File: config.mk
export PLATFORM = sky130hd
export DESIGN_NAME = floppy_period_gen
export DESIGN_NICKNAME = d
export VERILOG_FILES = /design/src/rtl/floppy_period_gen.sv
export SDC_FILE = /design/constraint.sdc
export NUM_CORES = 1
export LEC_CHECK = 0
export BUFFER_PORTS_ARGS = -buffer_cell sky130_fd_sc_hd__clkbuf_2
export CAP_MARGIN = 30
export CORE_MARGIN = 8
export CORE_UTILIZATION = 27
export CTS_CLUSTER_DIAMETER = 100
export DETAILED_ROUTE_END_ITERATION = 10
export PLACE_DENSITY_LB_ADDON = 0.12
export SLEW_MARGIN = 20
export SYNTH_ARGS = -nofsm -noshare
export SYNTH_HDL_FRONTEND = slang
export SYNTH_SLANG_ARGS = --single-unit
File: constraint.sdc
create_clock -name clk -period 6.75 [get_ports clk]
set_input_delay 1.35 -clock clk [delete_from_list [all_inputs] [get_ports clk]]
set_output_delay 1.35 -clock clk [all_outputs]
set_load 0.005 [all_outputs]
File: src/rtl/floppy_period_gen.sv
// floppy_period_gen
//   Converts per-channel MIDI note requests into stepper half-periods (in clk
//   cycles) for floppy-drive music. One shared conversion engine serves the
//   channels round-robin: the note is octave-reduced into the base table range
//   (MIDI 21..32), counting octaves k, then the base half-period is divided by
//   2^k with round-half-up.
//
//   Optional feature: define FLOPPY_FOLD_EN to fold notes above MAX_NOTE down
//   by octaves. Without it such notes produce the silent code 22'h3FFFFF.
//
// Handshake: req[i] is a one-cycle strobe. The note on note[7i+6:7i] is
//   latched in that same cycle, and the latest strobe before service wins.
//   done[i] pulses for one cycle in the cycle that setpoint[i] takes its new
//   value. There is no back-pressure; requests never stall.
//
// Ports
//   clk        system clock
//   rst_n      asynchronous active-low reset
//   req        per-channel note-update strobe
//   note       per-channel MIDI note, channel i at [7i+6:7i]
//   setpoint   per-channel half-period, channel i at [22i+21:22i]
//   done       per-channel update pulse
//   busy       conversion engine not idle
//   dbg_state  current FSM state (IDLE=0, REDUCE=1, OUT=2)
module floppy_period_gen #(
   parameter int CHANNELS = 4,
   parameter int MAX_NOTE = 69
) (
   input  logic                     clk,
   input  logic                     rst_n,
   input  logic [CHANNELS-1:0]      req,
   input  logic [7*CHANNELS-1:0]    note,
   output logic [22*CHANNELS-1:0]   setpoint,
   output logic [CHANNELS-1:0]      done,
   output logic                     busy,
   output logic [1:0]               dbg_state
);

   localparam int CW = (CHANNELS > 1) ? $clog2(CHANNELS) : 1;

   typedef enum logic [1:0] {IDLE = 2'd0, REDUCE = 2'd1, OUT = 2'd2} state_t;

   state_t                  state_q, state_d;
   logic [6:0]              n_q, n_d;
   logic [3:0]              k_q, k_d;
   logic                    invalid_q, invalid_d;
   logic [CW-1:0]           ch_q, ch_d;
   logic [CW-1:0]           ptr_q, ptr_d;
   logic [CHANNELS-1:0]     pending_q, pending_d;
   logic [7*CHANNELS-1:0]   latched_q, latched_d;
   logic [22*CHANNELS-1:0]  setpoint_q, setpoint_d;
   logic [CHANNELS-1:0]     done_q, done_d;

   // Request view that includes this cycle's strobes, so an idle engine can
   // accept a channel in the same edge its req arrives.
   logic [CHANNELS-1:0]     eff_pend;
   logic [7*CHANNELS-1:0]   eff_note;
   logic                    found;
   logic [CW-1:0]           sel;
   logic [CW:0]             cand;

   logic [21:0]             base_val;
   logic [22:0]             rnd;
   logic [22:0]             sum;
   logic [21:0]             conv;

   function automatic logic [21:0] base_lut(input logic [3:0] idx);
      case (idx)
         4'd0:    base_lut = 22'd909091;
         4'd1:    base_lut = 22'd858068;
         4'd2:    base_lut = 22'd809908;
         4'd3:    base_lut = 22'd764451;
         4'd4:    base_lut = 22'd721546;
         4'd5:    base_lut = 22'd681049;
         4'd6:    base_lut = 22'd642824;
         4'd7:    base_lut = 22'd606745;
         4'd8:    base_lut = 22'd572691;
         4'd9:    base_lut = 22'd540549;
         4'd10:   base_lut = 22'd510210;
         4'd11:   base_lut = 22'd481574;
         default: base_lut = 22'd0;
      endcase
   endfunction

   // Octave division with round-half-up; 23 bits keeps the +2^(k-1) term
   // from overflowing for any k up to 8.
   always_comb begin
      base_val = base_lut(4'(n_q - 7'd21));
      rnd      = (k_q == 4'd0) ? 23'd0 : (23'd1 << (k_q - 4'd1));
      sum      = {1'b0, base_val} + rnd;
      conv     = 22'(sum >> k_q);
   end

   always_comb begin
      state_d    = state_q;
      n_d        = n_q;
      k_d        = k_q;
      invalid_d  = invalid_q;
      ch_d       = ch_q;
      ptr_d      = ptr_q;
      setpoint_d = setpoint_q;
      done_d     = '0;
      found      = 1'b0;
      sel        = '0;
      cand       = '0;
      eff_note   = latched_q;

      for (int i = 0; i < CHANNELS; i++) begin
         if (req[i]) eff_note[7*i +: 7] = note[7*i +: 7];
      end
      eff_pend  = pending_q | req;
      latched_d = eff_note;
      pending_d = eff_pend;

      // Round-robin search starting at the channel after the last one served.
      for (int i = 0; i < CHANNELS; i++) begin
         cand = {1'b0, ptr_q} + (CW+1)'(i);
         if (cand >= (CW+1)'(CHANNELS)) cand = cand - (CW+1)'(CHANNELS);
         if (!found && eff_pend[cand[CW-1:0]]) begin
            found = 1'b1;
            sel   = cand[CW-1:0];
         end
      end

      case (state_q)
         IDLE: begin
            if (found) begin
               pending_d[sel] = 1'b0;
               ch_d           = sel;
               ptr_d          = (int'(sel) == CHANNELS - 1) ? '0 : sel + CW'(1);
               k_d            = 4'd0;
               n_d            = eff_note[7*int'(sel) +: 7];
               if (eff_note[7*int'(sel) +: 7] < 7'd21) begin
                  invalid_d = 1'b1;
                  state_d   = OUT;
               end else begin
                  invalid_d = 1'b0;
                  state_d   = REDUCE;
               end
            end
         end
         REDUCE: begin
            if (int'(n_q) > MAX_NOTE) begin
`ifdef FLOPPY_FOLD_EN
               n_d = n_q - 7'd12;
`else
               invalid_d = 1'b1;
               state_d   = OUT;
`endif
            end else if (n_q >= 7'd33) begin
               n_d = n_q - 7'd12;
               k_d = k_q + 4'd1;
            end else begin
               state_d = OUT;
            end
         end
         OUT: begin
            setpoint_d[22*int'(ch_q) +: 22] = invalid_q ? 22'h3FFFFF : conv;
            done_d[ch_q] = 1'b1;
            state_d      = IDLE;
         end
         default: state_d = IDLE;
      endcase
   end

   always_ff @(posedge clk or negedge rst_n) begin
      if (!rst_n) begin
         state_q    <= IDLE;
         n_q        <= '0;
         k_q        <= '0;
         invalid_q  <= 1'b0;
         ch_q       <= '0;
         ptr_q      <= '0;
         pending_q  <= '0;
         latched_q  <= '0;
         setpoint_q <= '1;
         done_q     <= '0;
      end else begin
         state_q    <= state_d;
         n_q        <= n_d;
         k_q        <= k_d;
         invalid_q  <= invalid_d;
         ch_q       <= ch_d;
         ptr_q      <= ptr_d;
         pending_q  <= pending_d;
         latched_q  <= latched_d;
         setpoint_q <= setpoint_d;
         done_q     <= done_d;
      end
   end

   assign setpoint  = setpoint_q;
   assign done      = done_q;
   assign busy      = (state_q != IDLE);
   assign dbg_state = state_q;

endmodule
==> metrics.cfg <==
[flow_run]
cap_violations=0

[drt]
wire_per_inst_um=23.71
ant_nets=0
drtIter0Drc=1213
drc=0
routed_via_density=5.709
vias=11380
dr.pass1.iters=6
drt-total-wl_um=47250

[synth]
yosys-top-cells-area=dfstp_2 (21%), dfrtp_1 (12%), nand2_1 (5.9%)
avgSynthCellArea_um2=8.299
synthAdderAreaFrac=0.04909
synth-seq-area-share=0.3297
synth_fp_nets=1416
synth_mux_area_frac=0.06125
synth_top_family_by_area=compound AO/OA/AOI/OAI gates
yosys-top-cells-count=nand2_1 (176), o21ai_0 (106), nor2_1 (100)
yosys.cell_count.top_type=nand2_1
yosysTopAreaCell=dfstp_2
synth_edf_count=0
synth-simple-area-share=0.2066
async_flop_share=1.000
synth_top_area_share=0.2081
synth_compound_area_frac=0.2928
synthCells=1339
synth_top_flop_cell=dfstp_2
synth_xor_area_frac=0.01554
ys_warn_count=0
syn_area_mm2=0.01111
synth.distinct_cells=90
ys_ff_latch=142

[global_routing]
grt_overflow_total=0
grt_max_degree=78
grt_pass1_vias=11250
antenna_found_initial=0
grt_usage=0.1925
grt_pass1_wl_um=72220

[sta]
worst_pin_slew_ns=1.072
tns_ns=0
fmax_mhz=163.1
setup_viol=0
slew_headroom=0.2776
final_hold_viol_count=0
worst_slack_ns=0.6187
drv_slew=0
rsz0062_at_grt=false
clock_skew_ns=0.009074
fin_crit_sh=0.9083
min_period_ns=6.131

[setup_path]
critical_path_class=flip-flop to flip-flop
worst-endpoint-required_ns=7.10
crit_path_end_kind=flip-flop
cp-start-kind=flip-flop
reg2regPathDepth=17
cp_max_fo=13
worst_ep_arrival_time_ns=6.48

[run_status]
run_status=complete, no violations

[clock_network]
path_clk_slew_ns=0.07
cts_setup_buffers=0
cts_num_sinks=142
h-tree-depth=4
cts_resized=0
clock_path_buffers=2
cts_tree=done
clk_latency_ns=0.43
cts_hold_buffers=0
numCtsBuffers=17
clockRootBuffer=clkbuf_16

[final_layout]
diodes=0
final_nets=1525
design_area_mm2=0.01306
fin_util=0.3205
drive_gt1_frac=0.2409
synthToLayoutAreaGrowth_pct=17.51

[die]
dieArea_mm2=0.04790
initial_core_util=0.2728
boundaryPins=129
core_area_mm2=0.04074
die_h_um=218.9
die_x_um=218.9
placementRows=74

[placement]
hpwlAfterDp_um=35480
gp_congestion=0.9410
placed_cell_area_mm2=0.01242
dp_worst_setup_slack_ns=0.7961
port_buffers=128

[min_path]
hold_depth=2
hp-class=flip-flop to flip-flop

[worst max-delay path: stages (launching register included)]
cell and delay (ns):
dfrtp_1 0.58, o21a_1 0.44, xnor2_2 0.21, buf_4 0.24, nor2_1 0.06, a21oi_1 0.16, o21ai_0 0.21, fa_1 0.53
a211oi_1 0.54, nor3_2 0.22, o2111a_1 0.31, nor3_1 0.58, mux2i_1 0.18, o21ai_0 0.60, o21a_1 0.31, nor3_1 0.09
mux4_2 0.57, o221ai_1 0.22
[state kept, by name (all words and copies together), names as in the netlist]
name	cells
setpoint	88
latched_q	28
n_q	7
done	4
k_q	4
pending_q	4
ch_q	2
dbg_state	2
ptr_q	2
invalid_q	1
[cell families (layout without fill, tap and decap cells)]
family,after synthesis,after routing
simple gates,486,486
compound gates,467,467
flops,142,142
buf+inv,123,245
mux,60,60
fa+ha+maj,43,43
xor+xnor,18,18
[metal layers]
layer | global-route usage | share of wire
met3 | 0.03222 | 0.059
met4 | 0.05205 | 0.020
met2 | 0.3085 | 0.47
met5 | 0 | 0
met1 | 0.2648 | 0.45
[area by class of cell]
type / count / area [um^2]
Fill cell: 4394 / 27680
Multi-Input combinational cell: 1074 / 6953
Sequential cell: 142 / 3664
Timing Repair Buffer: 177 / 1032
Tap cell: 532 / 665.6
Clock buffer: 18 / 439.2
Clock inverter: 14 / 168.9
Inverter: 36 / 135.1
[final timing paths]
check / start / to / slack (ns)
min in group asynchronous: rst_n / done[0] / 0.97
worst max register to register: n_q[2] / setpoint[75] / 0.62
worst max-delay path: n_q[2] / setpoint[75] / 0.62
worst min-delay path: setpoint[41] / setpoint[41] / 0.46
worst min register to register: setpoint[41] / setpoint[41] / 0.46
max in group asynchronous: rst_n / setpoint[62] / 4.65
[stage by stage]
stage / hold slack [ns] / std cells
after floorplan: 0.4411 / 1339
after global placement: 0.4430 / 1959
after detailed placement: 0.4568 / 1960
after CTS: 0.4665 / 1992
after global routing: 0.4818 / 1993
final: 0.4617 / 1993
[cells in the final DEF (no fill, tap or decap), types with 24 or more instances in the layout]
master,Yosys,layout
mux2_2,24,24
dfstp_2,88,88
nand3_1,51,51
mux2i_1,32,32
buf_4,3,47
inv_1,34,34
o211ai_1,32,32
o21ai_0,106,106
dfrtp_1,54,54
ha_1,42,42
a31oi_1,27,27
nor3_1,37,37
nand2_1,176,176
a21oi_1,65,65
nor2_1,100,100
clkbuf_2,1,127
Power is left out: the tool's default activity adds up to more than one toggle a clock period on the data nets, which glitch-free logic cannot reach.
